**src/rtl/beta_lsu_ext_if.sv**
```systemverilog
`default_nettype none
// ============================================================================
// beta_lsu_ext_if
// Execute-stage request and split data-memory port bundle for beta_lsu_ext.
// Revision: 1.0
// ============================================================================
interface beta_lsu_ext_if #(
    parameter int DATA_WIDTH   = 32,
    parameter int ADDR_WIDTH   = 32,
    parameter int OFFSET_WIDTH = 12
);
    logic [DATA_WIDTH-1:0]     op_data_i;
    logic [ADDR_WIDTH-1:0]     op_addr_i;
    logic [OFFSET_WIDTH-1:0]   lsu_offset_i;
    logic                      lsu_op_en_i;
    logic                      lsu_op_i;
    logic [1:0]                lsu_op_size_i;
    logic                      lsu_op_unsigned_i;

    logic                      rdata_ready_i;
    logic                      rdata_valid_i;
    logic                      rdata_err_i;
    logic [DATA_WIDTH-1:0]     rdata_data_i;
    logic [ADDR_WIDTH-1:0]     rdata_addr_o;
    logic [DATA_WIDTH/8-1:0]   rdata_strb_o;
    logic                      rdata_req_o;

    logic                      wdata_ready_i;
    logic                      wdata_valid_i;
    logic                      wdata_err_i;
    logic [DATA_WIDTH-1:0]     wdata_data_o;
    logic [ADDR_WIDTH-1:0]     wdata_addr_o;
    logic [DATA_WIDTH/8-1:0]   wdata_strb_o;
    logic                      wdata_req_o;

    logic                      lsu_busy_o;
    logic                      lsu_done_o;
    logic [DATA_WIDTH-1:0]     lsu_result_o;
    logic [1:0]                lsu_misalig_op_o;
    logic [1:0]                lsu_bus_err_o;
    logic                      lsu_timeout_o;

    modport slave (
        input  op_data_i, op_addr_i, lsu_offset_i, lsu_op_en_i, lsu_op_i,
               lsu_op_size_i, lsu_op_unsigned_i,
               rdata_ready_i, rdata_valid_i, rdata_err_i, rdata_data_i,
               wdata_ready_i, wdata_valid_i, wdata_err_i,
        output rdata_addr_o, rdata_strb_o, rdata_req_o,
               wdata_data_o, wdata_addr_o, wdata_strb_o, wdata_req_o,
               lsu_busy_o, lsu_done_o, lsu_result_o, lsu_misalig_op_o,
               lsu_bus_err_o, lsu_timeout_o
    );

    modport master (
        output op_data_i, op_addr_i, lsu_offset_i, lsu_op_en_i, lsu_op_i,
               lsu_op_size_i, lsu_op_unsigned_i,
               rdata_ready_i, rdata_valid_i, rdata_err_i, rdata_data_i,
               wdata_ready_i, wdata_valid_i, wdata_err_i,
        input  rdata_addr_o, rdata_strb_o, rdata_req_o,
               wdata_data_o, wdata_addr_o, wdata_strb_o, wdata_req_o,
               lsu_busy_o, lsu_done_o, lsu_result_o, lsu_misalig_op_o,
               lsu_bus_err_o, lsu_timeout_o
    );
endinterface
`default_nettype wire

```
**src/rtl/beta_lsu_ext.sv**
```systemverilog
`default_nettype none
// ============================================================================
// beta_lsu_ext
// Single-FSM load/store unit: EA calc, lane steering, load extension, errors.
// Revision: 1.0
// ============================================================================
module beta_lsu_ext #(
    parameter int DATA_WIDTH     = 32,
    parameter int ADDR_WIDTH     = 32,
    parameter int OFFSET_WIDTH   = 12,
    parameter int TIMEOUT_CYCLES = 256
) (
    input  logic           clk_i,
    input  logic           rst_i,
    beta_lsu_ext_if.slave  bus
);
    localparam int STRB_W = DATA_WIDTH / 8;
    localparam int LANE_W = $clog2(STRB_W);
    localparam int CNT_W  = (TIMEOUT_CYCLES > 0) ? $clog2(TIMEOUT_CYCLES + 1) : 1;
    localparam logic [CNT_W-1:0] c_cnt_last = CNT_W'((TIMEOUT_CYCLES > 0) ? TIMEOUT_CYCLES - 1 : 0);
    localparam logic [CNT_W-1:0] c_cnt_max  = CNT_W'(TIMEOUT_CYCLES);

    typedef enum logic [1:0] {S_IDLE = 2'd0, S_REQ = 2'd1, S_RESP = 2'd2} state_t;

    state_t                r_state;
    logic                  r_op;
    logic [1:0]            r_size;
    logic                  r_unsigned;
    logic [LANE_W-1:0]     r_lane;
    logic [ADDR_WIDTH-1:0] r_addr;
    logic [STRB_W-1:0]     r_strb;
    logic [DATA_WIDTH-1:0] r_wdata;
    logic                  r_rreq;
    logic                  r_wreq;
    logic                  r_busy;
    logic                  r_done;
    logic [DATA_WIDTH-1:0] r_result;
    logic [1:0]            r_misalig;
    logic [1:0]            r_bus_err;
    logic                  r_timeout;
    logic [CNT_W-1:0]      r_cnt;

    logic [ADDR_WIDTH-1:0] w_ea;
    logic [LANE_W-1:0]     w_lane;
    logic                  w_misalig;
    logic [STRB_W-1:0]     w_base_strb;
    logic [DATA_WIDTH-1:0] w_shifted;
    logic [6:0]            w_nbits;
    logic [DATA_WIDTH-1:0] w_mask;
    logic                  w_sign;
    logic [DATA_WIDTH-1:0] w_ext;
    logic                  w_ready;
    logic                  w_valid;
    logic                  w_err;
    logic                  w_tmo_hit;

    assign w_ea   = bus.op_addr_i + ADDR_WIDTH'($signed(bus.lsu_offset_i));
    assign w_lane = w_ea[LANE_W-1:0];

    always_comb begin
        w_misalig   = 1'b0;
        w_base_strb = STRB_W'(8'h01);
        case (bus.lsu_op_size_i)
            2'b00: w_misalig = 1'b0;
            2'b01: begin w_misalig = w_ea[0];         w_base_strb = STRB_W'(8'h03); end
            2'b10: begin w_misalig = |w_ea[1:0];      w_base_strb = STRB_W'(8'h0F); end
            default: begin
                w_misalig   = (DATA_WIDTH == 64) ? (|w_ea[2:0]) : 1'b1;
                w_base_strb = STRB_W'(8'hFF);
            end
        endcase
    end

    // Load extension: mask keeps the selected width, its top bit gives the sign.
    assign w_shifted = bus.rdata_data_i >> {r_lane, 3'b000};
    always_comb begin
        w_nbits = 7'd8;
        case (r_size)
            2'b00:   w_nbits = 7'd8;
            2'b01:   w_nbits = 7'd16;
            2'b10:   w_nbits = 7'd32;
            default: w_nbits = 7'(DATA_WIDTH);
        endcase
    end
    assign w_mask = ~({DATA_WIDTH{1'b1}} << w_nbits);
    assign w_sign = ~r_unsigned & (|(w_shifted & w_mask & ~(w_mask >> 1)));
    assign w_ext  = (w_shifted & w_mask) | ({DATA_WIDTH{w_sign}} & ~w_mask);

    assign w_ready   = r_op ? bus.wdata_ready_i : bus.rdata_ready_i;
    assign w_valid   = r_op ? bus.wdata_valid_i : bus.rdata_valid_i;
    assign w_err     = r_op ? bus.wdata_err_i   : bus.rdata_err_i;
    assign w_tmo_hit = (TIMEOUT_CYCLES != 0) && (r_cnt >= c_cnt_last);

    always_ff @(posedge clk_i or posedge rst_i) begin
        if (rst_i) begin
            r_state    <= S_IDLE;
            r_op       <= 1'b0;
            r_size     <= 2'b00;
            r_unsigned <= 1'b0;
            r_lane     <= '0;
            r_addr     <= '0;
            r_strb     <= '0;
            r_wdata    <= '0;
            r_rreq     <= 1'b0;
            r_wreq     <= 1'b0;
            r_busy     <= 1'b0;
            r_done     <= 1'b0;
            r_result   <= '0;
            r_misalig  <= 2'b00;
            r_bus_err  <= 2'b00;
            r_timeout  <= 1'b0;
            r_cnt      <= '0;
        end else begin
            r_done    <= 1'b0;
            r_misalig <= 2'b00;
            r_bus_err <= 2'b00;
            r_timeout <= 1'b0;
            case (r_state)
                S_IDLE: begin
                    if (bus.lsu_op_en_i) begin
                        if (w_misalig) begin
                            r_done    <= 1'b1;
                            r_misalig <= bus.lsu_op_i ? 2'b10 : 2'b01;
                        end else begin
                            r_op       <= bus.lsu_op_i;
                            r_size     <= bus.lsu_op_size_i;
                            r_unsigned <= bus.lsu_op_unsigned_i;
                            r_lane     <= w_lane;
                            r_addr     <= w_ea & ~ADDR_WIDTH'(STRB_W - 1);
                            r_strb     <= w_base_strb << w_lane;
                            r_wdata    <= bus.op_data_i << {w_lane, 3'b000};
                            r_rreq     <= ~bus.lsu_op_i;
                            r_wreq     <= bus.lsu_op_i;
                            r_busy     <= 1'b1;
                            r_cnt      <= '0;
                            r_state    <= S_REQ;
                        end
                    end
                end
                S_REQ, S_RESP: begin
                    if (r_cnt != c_cnt_max) r_cnt <= r_cnt + 1'b1;
                    // A handshake in the limit cycle takes priority over the abort.
                    if (r_state == S_REQ && w_ready) begin
                        r_rreq  <= 1'b0;
                        r_wreq  <= 1'b0;
                        r_state <= S_RESP;
                    end else if (r_state == S_RESP && w_valid) begin
                        r_busy  <= 1'b0;
                        r_done  <= 1'b1;
                        r_state <= S_IDLE;
                        if (w_err)      r_bus_err <= r_op ? 2'b10 : 2'b01;
                        else if (!r_op) r_result  <= w_ext;
                    end else if (w_tmo_hit) begin
                        r_rreq    <= 1'b0;
                        r_wreq    <= 1'b0;
                        r_busy    <= 1'b0;
                        r_done    <= 1'b1;
                        r_timeout <= 1'b1;
                        r_state   <= S_IDLE;
                    end
                end
                default: r_state <= S_IDLE;
            endcase
        end
    end

    assign bus.rdata_addr_o     = r_addr;
    assign bus.rdata_strb_o     = r_strb;
    assign bus.rdata_req_o      = r_rreq;
    assign bus.wdata_addr_o     = r_addr;
    assign bus.wdata_strb_o     = r_strb;
    assign bus.wdata_data_o     = r_wdata;
    assign bus.wdata_req_o      = r_wreq;
    assign bus.lsu_busy_o       = r_busy;
    assign bus.lsu_done_o       = r_done;
    assign bus.lsu_result_o     = r_result;
    assign bus.lsu_misalig_op_o = r_misalig;
    assign bus.lsu_bus_err_o    = r_bus_err;
    assign bus.lsu_timeout_o    = r_timeout;
endmodule
`default_nettype wire

```
**src/flat_wrapper.sv**
```systemverilog
// flat-port wrapper written by rule: the top's interface ports become plain ports
module beta_lsu_ext_flat 
#(
    parameter int DATA_WIDTH     = 32,
    parameter int ADDR_WIDTH     = 32,
    parameter int OFFSET_WIDTH   = 12,
    parameter int TIMEOUT_CYCLES = 256
)
  (clk_i, rst_i, bus_op_data_i, bus_op_addr_i, bus_lsu_offset_i, bus_lsu_op_en_i, bus_lsu_op_i, bus_lsu_op_size_i, bus_lsu_op_unsigned_i, bus_rdata_ready_i, bus_rdata_valid_i, bus_rdata_err_i, bus_rdata_data_i, bus_wdata_ready_i, bus_wdata_valid_i, bus_wdata_err_i, bus_rdata_addr_o, bus_rdata_strb_o, bus_rdata_req_o, bus_wdata_data_o, bus_wdata_addr_o, bus_wdata_strb_o, bus_wdata_req_o, bus_lsu_busy_o, bus_lsu_done_o, bus_lsu_result_o, bus_lsu_misalig_op_o, bus_lsu_bus_err_o, bus_lsu_timeout_o);
  beta_lsu_ext_if #(.DATA_WIDTH(DATA_WIDTH), .ADDR_WIDTH(ADDR_WIDTH), .OFFSET_WIDTH(OFFSET_WIDTH)) bus_i ();
  input  logic clk_i;
  input  logic rst_i;
  input wire logic [$bits(bus_i.op_data_i)-1:0] bus_op_data_i;
  input wire logic [$bits(bus_i.op_addr_i)-1:0] bus_op_addr_i;
  input wire logic [$bits(bus_i.lsu_offset_i)-1:0] bus_lsu_offset_i;
  input wire logic [$bits(bus_i.lsu_op_en_i)-1:0] bus_lsu_op_en_i;
  input wire logic [$bits(bus_i.lsu_op_i)-1:0] bus_lsu_op_i;
  input wire logic [$bits(bus_i.lsu_op_size_i)-1:0] bus_lsu_op_size_i;
  input wire logic [$bits(bus_i.lsu_op_unsigned_i)-1:0] bus_lsu_op_unsigned_i;
  input wire logic [$bits(bus_i.rdata_ready_i)-1:0] bus_rdata_ready_i;
  input wire logic [$bits(bus_i.rdata_valid_i)-1:0] bus_rdata_valid_i;
  input wire logic [$bits(bus_i.rdata_err_i)-1:0] bus_rdata_err_i;
  input wire logic [$bits(bus_i.rdata_data_i)-1:0] bus_rdata_data_i;
  input wire logic [$bits(bus_i.wdata_ready_i)-1:0] bus_wdata_ready_i;
  input wire logic [$bits(bus_i.wdata_valid_i)-1:0] bus_wdata_valid_i;
  input wire logic [$bits(bus_i.wdata_err_i)-1:0] bus_wdata_err_i;
  output wire logic [$bits(bus_i.rdata_addr_o)-1:0] bus_rdata_addr_o;
  output wire logic [$bits(bus_i.rdata_strb_o)-1:0] bus_rdata_strb_o;
  output wire logic [$bits(bus_i.rdata_req_o)-1:0] bus_rdata_req_o;
  output wire logic [$bits(bus_i.wdata_data_o)-1:0] bus_wdata_data_o;
  output wire logic [$bits(bus_i.wdata_addr_o)-1:0] bus_wdata_addr_o;
  output wire logic [$bits(bus_i.wdata_strb_o)-1:0] bus_wdata_strb_o;
  output wire logic [$bits(bus_i.wdata_req_o)-1:0] bus_wdata_req_o;
  output wire logic [$bits(bus_i.lsu_busy_o)-1:0] bus_lsu_busy_o;
  output wire logic [$bits(bus_i.lsu_done_o)-1:0] bus_lsu_done_o;
  output wire logic [$bits(bus_i.lsu_result_o)-1:0] bus_lsu_result_o;
  output wire logic [$bits(bus_i.lsu_misalig_op_o)-1:0] bus_lsu_misalig_op_o;
  output wire logic [$bits(bus_i.lsu_bus_err_o)-1:0] bus_lsu_bus_err_o;
  output wire logic [$bits(bus_i.lsu_timeout_o)-1:0] bus_lsu_timeout_o;
  assign bus_i.op_data_i = bus_op_data_i;
  assign bus_i.op_addr_i = bus_op_addr_i;
  assign bus_i.lsu_offset_i = bus_lsu_offset_i;
  assign bus_i.lsu_op_en_i = bus_lsu_op_en_i;
  assign bus_i.lsu_op_i = bus_lsu_op_i;
  assign bus_i.lsu_op_size_i = bus_lsu_op_size_i;
  assign bus_i.lsu_op_unsigned_i = bus_lsu_op_unsigned_i;
  assign bus_i.rdata_ready_i = bus_rdata_ready_i;
  assign bus_i.rdata_valid_i = bus_rdata_valid_i;
  assign bus_i.rdata_err_i = bus_rdata_err_i;
  assign bus_i.rdata_data_i = bus_rdata_data_i;
  assign bus_i.wdata_ready_i = bus_wdata_ready_i;
  assign bus_i.wdata_valid_i = bus_wdata_valid_i;
  assign bus_i.wdata_err_i = bus_wdata_err_i;
  assign bus_rdata_addr_o = bus_i.rdata_addr_o;
  assign bus_rdata_strb_o = bus_i.rdata_strb_o;
  assign bus_rdata_req_o = bus_i.rdata_req_o;
  assign bus_wdata_data_o = bus_i.wdata_data_o;
  assign bus_wdata_addr_o = bus_i.wdata_addr_o;
  assign bus_wdata_strb_o = bus_i.wdata_strb_o;
  assign bus_wdata_req_o = bus_i.wdata_req_o;
  assign bus_lsu_busy_o = bus_i.lsu_busy_o;
  assign bus_lsu_done_o = bus_i.lsu_done_o;
  assign bus_lsu_result_o = bus_i.lsu_result_o;
  assign bus_lsu_misalig_op_o = bus_i.lsu_misalig_op_o;
  assign bus_lsu_bus_err_o = bus_i.lsu_bus_err_o;
  assign bus_lsu_timeout_o = bus_i.lsu_timeout_o;
  beta_lsu_ext #(.DATA_WIDTH(DATA_WIDTH), .ADDR_WIDTH(ADDR_WIDTH), .OFFSET_WIDTH(OFFSET_WIDTH), .TIMEOUT_CYCLES(TIMEOUT_CYCLES)) u_core (.clk_i(clk_i), .rst_i(rst_i), .bus(bus_i));
endmodule
```
**config.mk**
```make
export PLATFORM = sky130hd
export DESIGN_NAME = beta_lsu_ext_flat
export DESIGN_NICKNAME = d
export VERILOG_FILES = /design/src/rtl/beta_lsu_ext_if.sv /design/src/rtl/beta_lsu_ext.sv /design/src/flat_wrapper.sv
export SDC_FILE = /design/constraint.sdc
export NUM_CORES = 1
export LEC_CHECK = 0
export CAP_MARGIN = 10
export CELL_PAD_IN_SITES_DETAIL_PLACEMENT = 2
export CELL_PAD_IN_SITES_GLOBAL_PLACEMENT = 2
export CORE_ASPECT_RATIO = 2
export CORE_MARGIN = 4
export CORE_UTILIZATION = 29
export DETAILED_ROUTE_END_ITERATION = 10
export GPL_TIMING_DRIVEN = 0
export PLACE_DENSITY_LB_ADDON = 0.1
export SYNTH_ARGS = -nofsm -noshare
export SYNTH_HDL_FRONTEND = slang
export SYNTH_SLANG_ARGS = --single-unit
```
**constraint.sdc**
```tcl
create_clock -name clk_i -period 11.82 [get_ports clk_i]
set_input_delay 2.955 -clock clk_i [delete_from_list [all_inputs] [get_ports clk_i]]
set_output_delay 2.955 -clock clk_i [all_outputs]
set_load 0.005 [all_outputs]
```
[After elaboration in Yosys (flattened, before gate mapping)]
Index checks and enable logic that the tools add are counted.
Word-level totals
  bits in registers: 124
  bits of input ports: 121
  output and inout bits: 145
  word-level logic and storage cells: 115
Operators by class
  add/sub/neg operators: 2
  $lt $le $gt $ge: 1
  equal/unequal tests: 14
  shift operators: 4
  multiplexer cells: 48
  bitwise gates (word level): 14
  reductions and logical operators: 15
Operator list (number)
  bitwise AND 32 bit: 3
  inverter 32 bit: 2
  adder 32 bit: 1
  inverter 31 -> 32 bit: 1
  bitwise OR 32 bit: 1
  OR reduction 32 bit: 1
  << shifter 32 x 5 -> 32 bit: 1
  << shifter 32 x 6 -> 32 bit, first input constant: 1
  >> shifter 32 x 5 -> 32 bit: 1
  two-way mux 2 bit: 14
  two-way mux 9 bit: 3
  two-way mux 1 bit: 22
  one-hot mux 9 bit (2 select lines): 1
  AND reduction 5 bit: 3
  one-hot mux 6 bit (2 select lines): 1
  adder 9 x 1 -> 9 bit, second input constant: 1
  >= comparator 9 x 8 -> 1 bit, second input constant: 1
  != test 9 bit, second input constant: 1
  one-hot mux 1 bit (2 select lines): 4
  one-hot mux 4 bit (2 select lines): 1
  equality test 2 x 1 -> 1 bit, second input constant: 3
  zero test 2 bit: 3
  != test 2 bit, second input constant: 3
  != test 3 x 1 -> 1 bit, second input constant: 2
  14 further kinds: 23

[Logic depth before layout (Yosys ltp)]
  depth after elaboration: 10
  gate-level depth with buffers: 13
  gate-level depth less buffers: 10

[Worst setup path after synthesis]
OpenSTA, ideal clock, no wires.
  path type: input to register
  start: input port bus_lsu_offset_i[0]
  end: register u_core.r_addr[25], in the netlist u_core.bus.rdata_addr_o[25]
  library setup time: 0.132 ns
  arrival time: 5.028 ns
  slack: 6.660 ns
  stages: 12
  path buffers: 2
  cells stage by stage: ha_1 inv_1 fa_1 nand2b_1 a21oi_1 nor2_1 or2_1 clkbuf_1 buf_4 nand2_1 o311ai_0 or3b_1
On the way
  word-level cells in the longest chain between the ends: 5
Ends and longest elaborated chain
  start: declaration: RTL line flat_wrapper.sv:15  | input wire logic [$bits(bus_i.lsu_offset_i)-1:0] bus_lsu_offset_i;
  adder 32 bit (*): RTL line beta_lsu_ext.sv:57  | assign w_ea = bus.op_addr_i + ADDR_WIDTH'($signed(bus.lsu_offset_i));
  OR reduction 2 bit: RTL line beta_lsu_ext.sv:66  | 2'b10: begin w_misalig = |w_ea[1:0]; w_base_strb = STRB_W'(8'h0F); end
  one-hot mux 1 bit (3 select lines): RTL line beta_lsu_ext.sv:63  | case (bus.lsu_op_size_i)
  inverter 1 bit (no source line)
  AND reduction 3 bit (no source line)
  end signal: assignment: RTL line beta_lsu_ext.sv:129  | r_addr <= w_ea & ~ADDR_WIDTH'(STRB_W - 1);
  end: declaration: RTL line beta_lsu_ext.sv:30  | logic [ADDR_WIDTH-1:0] r_addr;
Every way passes the cells marked *; elsewhere a longest branch is shown, timed or not.
A chain may end at the register's enable or synchronous reset.

[Worst setup path after layout]
  start: input port bus_op_addr_i[0]
  end: register u_core.r_wdata[15], in the netlist u_core.bus.wdata_data_o[15]
On the way
  word-level cells in the longest chain between the ends: 5
  elaborated cells on any way between the ends: 6
Ends and longest elaborated chain
  start: declaration: RTL line flat_wrapper.sv:14  | input wire logic [$bits(bus_i.op_addr_i)-1:0] bus_op_addr_i;
  adder 32 bit (*): RTL line beta_lsu_ext.sv:57
  OR reduction 2 bit: RTL line beta_lsu_ext.sv:66
  one-hot mux 1 bit (3 select lines): RTL line beta_lsu_ext.sv:63
  inverter 1 bit (no source line)
  AND reduction 3 bit (no source line)
  end signal: assignment: RTL line beta_lsu_ext.sv:131  | r_wdata <= bus.op_data_i << {w_lane, 3'b000};
  end: declaration: RTL line beta_lsu_ext.sv:32  | logic [DATA_WIDTH-1:0] r_wdata;
Marked as above.

==> results.txt <==
The Yosys step of the flow raised 0 warnings. The number of endpoints with negative hold slack in the final report is 0. TritonCTS built the clock tree.

The final standard cell utilization of the core was 0.423. The first global-routing pass estimated 55900 um of wire. Timing would allow up to 156 MHz.

The switching component of the power is 1.01 mW. The cell type with the highest occurrence count on the critical path was sky130_fd_sc_hd__nor2_1. The fraction of power spent switching nets works out to 0.384. CTS placed an instance of sky130_fd_sc_hd__clkbuf_16 at the clock tree root. The tightest min-delay check is of the flip-flop to flip-flop type.

During placement, the flow inserted port buffers numbering 261. The die is 127 um wide. The clock tree synthesis step divided the H-tree into 4 levels. The run finished with clean final reports. The slack of the critical path came out at 5400 ps. Aggregate negative setup slack: 0 ps. The nature of the critical path endpoint was a flip-flop. Summing all placed instances gives a cell area of 0.0114 mm2.

The run gives 17 as the number of buffers created by CTS. In this run the deepest clock path goes through 2 buffers. The worst hold slack came out at 468 ps. The clock period minus worst slack came out at 6420 ps.

The worst setup path category is input pin to flip-flop. 266 I/O pins were placed. STA puts the critical path data required time at 12190 ps. The initial antenna violation count was 2.

The fraction of registers with async set or reset after synthesis came out at 1.00. The share of the yosys chip area belonging to registers came out at 0.376. The most used flip-flop cell after synthesis is sky130_fd_sc_hd__dfrtp_1. The share of the clock period used by the worst path was 0.543; the first-pass detailed-route iteration total was 4.

Data on the critical path arrives at its endpoint at 6790 ps. The mapped netlist covers 0.00826 mm2. Measured slew at the worst slew-check pin: 1120 ps. The total area inside the core boundary comes to 0.0282 mm2. The fraction of layout instances using a drive strength above 1 is 0.0949, and the via count of the first global-routing pass is 9588. Setup-violating endpoint count in the final report: 0. Setup repair after global routing left no endpoint under its margin. The run gives 289 as the DRC marker count from the first detailed-route iteration.

Clock-pin slew was measured on the worst setup and hold paths at 60 ps. The portion of total power attributed to combinational logic came out at 0.521. Counting both buffers and inverters, the worst setup path holds a total of 4. The die footprint is 0.0314 mm2, and the insertion delay of the later-clocked pin in the worst-skew pair is 440 ps.

The area growth from synthesis to final layout works out to 44.6%. In this design, the largest share of critical-path delay is due to buffers and inverters. The portion of total power attributed to the clock network was 0.199; the maximum number of pins on one net before global-route repair was 73. After floorplanning, the core was divided into 87 placement rows. For the post-synthesis cell count, the log shows 967. The run gives 0.280 as the sequential power share.

The most common cell after layout, fill and taps aside was sky130_fd_sc_hd__clkdlybuf4s50_1. The final route contains 8428 vias. The headroom to the max-slew limit was 0.252; the internal power consumption was 1.62 mW. The total overflow left after global routing is 0. The logs give 0.237 for the overall global routing resource usage and 4790 ps for the post-placement setup slack. Hold repair after CTS inserted 0 buffers. The average wire per cell in the routed design works out to 22.8 um. After synthesis, the netlist uses 73 different library cells. Startpoint type of the worst setup path: an input pin. The detailed-placement wirelength estimate was 30300 um. Counting flops and latches in the post-synthesis netlist gives 124. For this design, the slowest cell found on the critical path is sky130_fd_sc_hd__fa_1.

A synthesized cell averages 8.54 um2. Max-cap violations in this run came to 0. Dividing the detail-routed via count by the number of cells gives 5.20. At the end of routability-driven placement, the weighted congestion stood at 0.887.

The logs give 0.0119 mm2 for the final cell area excluding filler cells and 0 for the number of pins with negative max-slew slack in the final report. The leakage component of the power is 5.17 nW. Leaving out fill and tap cells, the most frequent cells in the layout are sky130_fd_sc_hd__clkdlybuf4s50_1, sky130_fd_sc_hd__nand2_1, sky130_fd_sc_hd__dfrtp_1, sky130_fd_sc_hd__nor2_1, sky130_fd_sc_hd__o21ai_0.

The number of flops mapped to enable cells by yosys works out to 0. The count of nets after finishing is 1413, and the quantity of gates resized following cts is 0. Traced cell by cell, the critical path runs through clkdlybuf4s50_1 -> ha_1 -> inv_1 -> fa_1 -> nand2b_1 -> a21oi_1 -> nor2_1 -> nor2_1 -> clkbuf_1 -> buf_1 -> nand3_1 -> nand2_1.

The logs give 37000 um for the total length of routed wires and 0 for the post-detailed-route count of antenna-violating nets. For this run, design rule violations remaining after detail routing come to 0. The starting density of the core is 0.293, and the final clock skew is 11.7 ps. In this run the power density over the cells is 220 mW/mm2. The tree built by TritonCTS fans out to 124 sinks. In this run the worst path has a maximum fanout of 10. VDD sags by at most 0.105 mV. In this design, the stage delay of the slowest critical-path cell is 610 ps. The floorplan step set the die height to 247 um. Buffers added to address setup during post-CTS repair amount to 0.
==> worst register-to-register path, stage by stage, from the launching register on <==
cell,delay (ps)
sky130_fd_sc_hd__dfrtp_1,370
sky130_fd_sc_hd__or2_2,130
sky130_fd_sc_hd__clkbuf_1,400
sky130_fd_sc_hd__ha_1,400
sky130_fd_sc_hd__nand2b_1,140
sky130_fd_sc_hd__clkbuf_1,380
sky130_fd_sc_hd__nand2_1,180
sky130_fd_sc_hd__or2_1,250
sky130_fd_sc_hd__a21o_1,230
sky130_fd_sc_hd__o21ai_1,540
sky130_fd_sc_hd__o22a_1,250
==> worst paths after layout <==
path,start,slack [ps],to,cells after the start
max in group asynchronous,rst_i,8060,u_core.bus.lsu_result_o[2],3
worst max register to register,u_core.r_size[1],8500,u_core.bus.lsu_result_o[31],10
worst max-delay path,bus_op_addr_i[0],5400,u_core.bus.wdata_data_o[15],12
worst min register to register,u_core.bus.wdata_data_o[11],470,u_core.bus.wdata_data_o[11],2
worst min-delay path,u_core.bus.wdata_data_o[11],470,u_core.bus.wdata_data_o[11],2
min in group asynchronous,rst_i,2940,u_core.bus.lsu_result_o[28],2
==> state kept, by name (all words and copies together), names as in the netlist <==
register                     cells
u_core.bus.lsu_bus_err_o         2
u_core.bus.lsu_timeout_o         1
u_core.bus.rdata_strb_o          4
u_core.bus.rdata_addr_o         30
u_core.r_lane                    2
u_core.bus.lsu_busy_o            1
u_core.r_cnt                     9
u_core.r_op                      1
u_core.bus.rdata_req_o           1
u_core.bus.lsu_misalig_op_o      2
u_core.r_unsigned                1
u_core.bus.wdata_data_o         32
u_core.r_state                   2
u_core.bus.lsu_done_o            1
u_core.bus.wdata_req_o           1
u_core.r_size                    2
u_core.bus.lsu_result_o         32
==> power groups by stage <==
| stage | Combinational [mW] | Sequential, mW | Clock (mW) |
|---|---|---|---|
| after floorplan | 0.619 | 0.725 | 0 |
| after global routing | 1.50 | 0.766 | 0.559 |
| after CTS | 1.40 | 0.743 | 0.539 |
| final | 1.37 | 0.737 | 0.523 |
| after global placement | 1.36 | 0.739 | 0 |
| after detailed placement | 1.39 | 0.748 | 0 |
==> per-stage QoR <==
| step | total power, mW | std cells |
|---|---|---|
| 6_report | 2.63 | 1621 |
| 5_1_grt | 2.82 | 1621 |
| 4_1_cts | 2.68 | 1620 |
| 3_5_place_dp | 2.14 | 1588 |
| 3_3_place_gp | 2.10 | 1587 |
| 2_1_floorplan | 1.34 | 970 |
==> metal layers <==
metal  vias up  GRT usage  wire length, um
li1       3944          -                -
met3        68     0.0430             1370
met1      4184      0.213            11900
met4         2      0.106             1550
met2       230      0.489            22200
met5         -          0               13
==> kinds of logic after synthesis <==
family,after synthesis,synth area share
multiplexers,56,0.0735
buffers and inverters,117,0.0749
other,1,0.000454
AO/OA/AOI/OAI,237,0.185
AND/OR/NAND/NOR,368,0.202
XOR/XNOR,23,0.0244
adder cells (fa/ha/maj),41,0.0630
flip-flops,124,0.376
==> synth_stat cells, types with 6 or more instances <==
cell,count,area share
sky130_fd_sc_hd__and2_1,11,0.0083
sky130_fd_sc_hd__o21ai_0,67,0.041
sky130_fd_sc_hd__nor2_1,78,0.035
sky130_fd_sc_hd__o21a_1,6,0.0055
sky130_fd_sc_hd__a21o_1,9,0.0082
sky130_fd_sc_hd__nor3_1,21,0.013
sky130_fd_sc_hd__o211ai_1,12,0.011
sky130_fd_sc_hd__ha_1,40,0.061
sky130_fd_sc_hd__o21ai_1,9,0.0055
sky130_fd_sc_hd__o22a_1,16,0.017
sky130_fd_sc_hd__nand4_1,14,0.011
sky130_fd_sc_hd__xor2_1,6,0.0064
sky130_fd_sc_hd__mux2i_1,28,0.034
sky130_fd_sc_hd__mux2_2,27,0.037
sky130_fd_sc_hd__nand2b_1,7,0.0053
sky130_fd_sc_hd__a21oi_1,58,0.035
sky130_fd_sc_hd__o21bai_1,8,0.0073
sky130_fd_sc_hd__nor2b_1,6,0.0045
sky130_fd_sc_hd__o31ai_1,6,0.0055
sky130_fd_sc_hd__buf_1,8,0.0036
sky130_fd_sc_hd__xnor2_1,17,0.018
sky130_fd_sc_hd__clkbuf_1,35,0.016
sky130_fd_sc_hd__nand2_1,163,0.074
sky130_fd_sc_hd__and3_1,9,0.0068
sky130_fd_sc_hd__a221oi_1,10,0.011
sky130_fd_sc_hd__inv_1,27,0.012
sky130_fd_sc_hd__dfrtp_1,124,0.38
sky130_fd_sc_hd__nand3_1,35,0.021
sky130_fd_sc_hd__buf_4,40,0.036
==> area by class of cell <==
type / instances / area [um2]
clock inverter: 14 / 135
timing repair buffer: 262 / 2640
clock buffer: 18 / 439
inverter: 28 / 110
tap: 356 / 445
antenna: 1 / 2.50
multi-input combinational: 729 / 4550
sequential: 124 / 3100
fill: 3145 / 16300
buffer: 89 / 513
No activity file was read; power rests on OpenSTA's default activity.
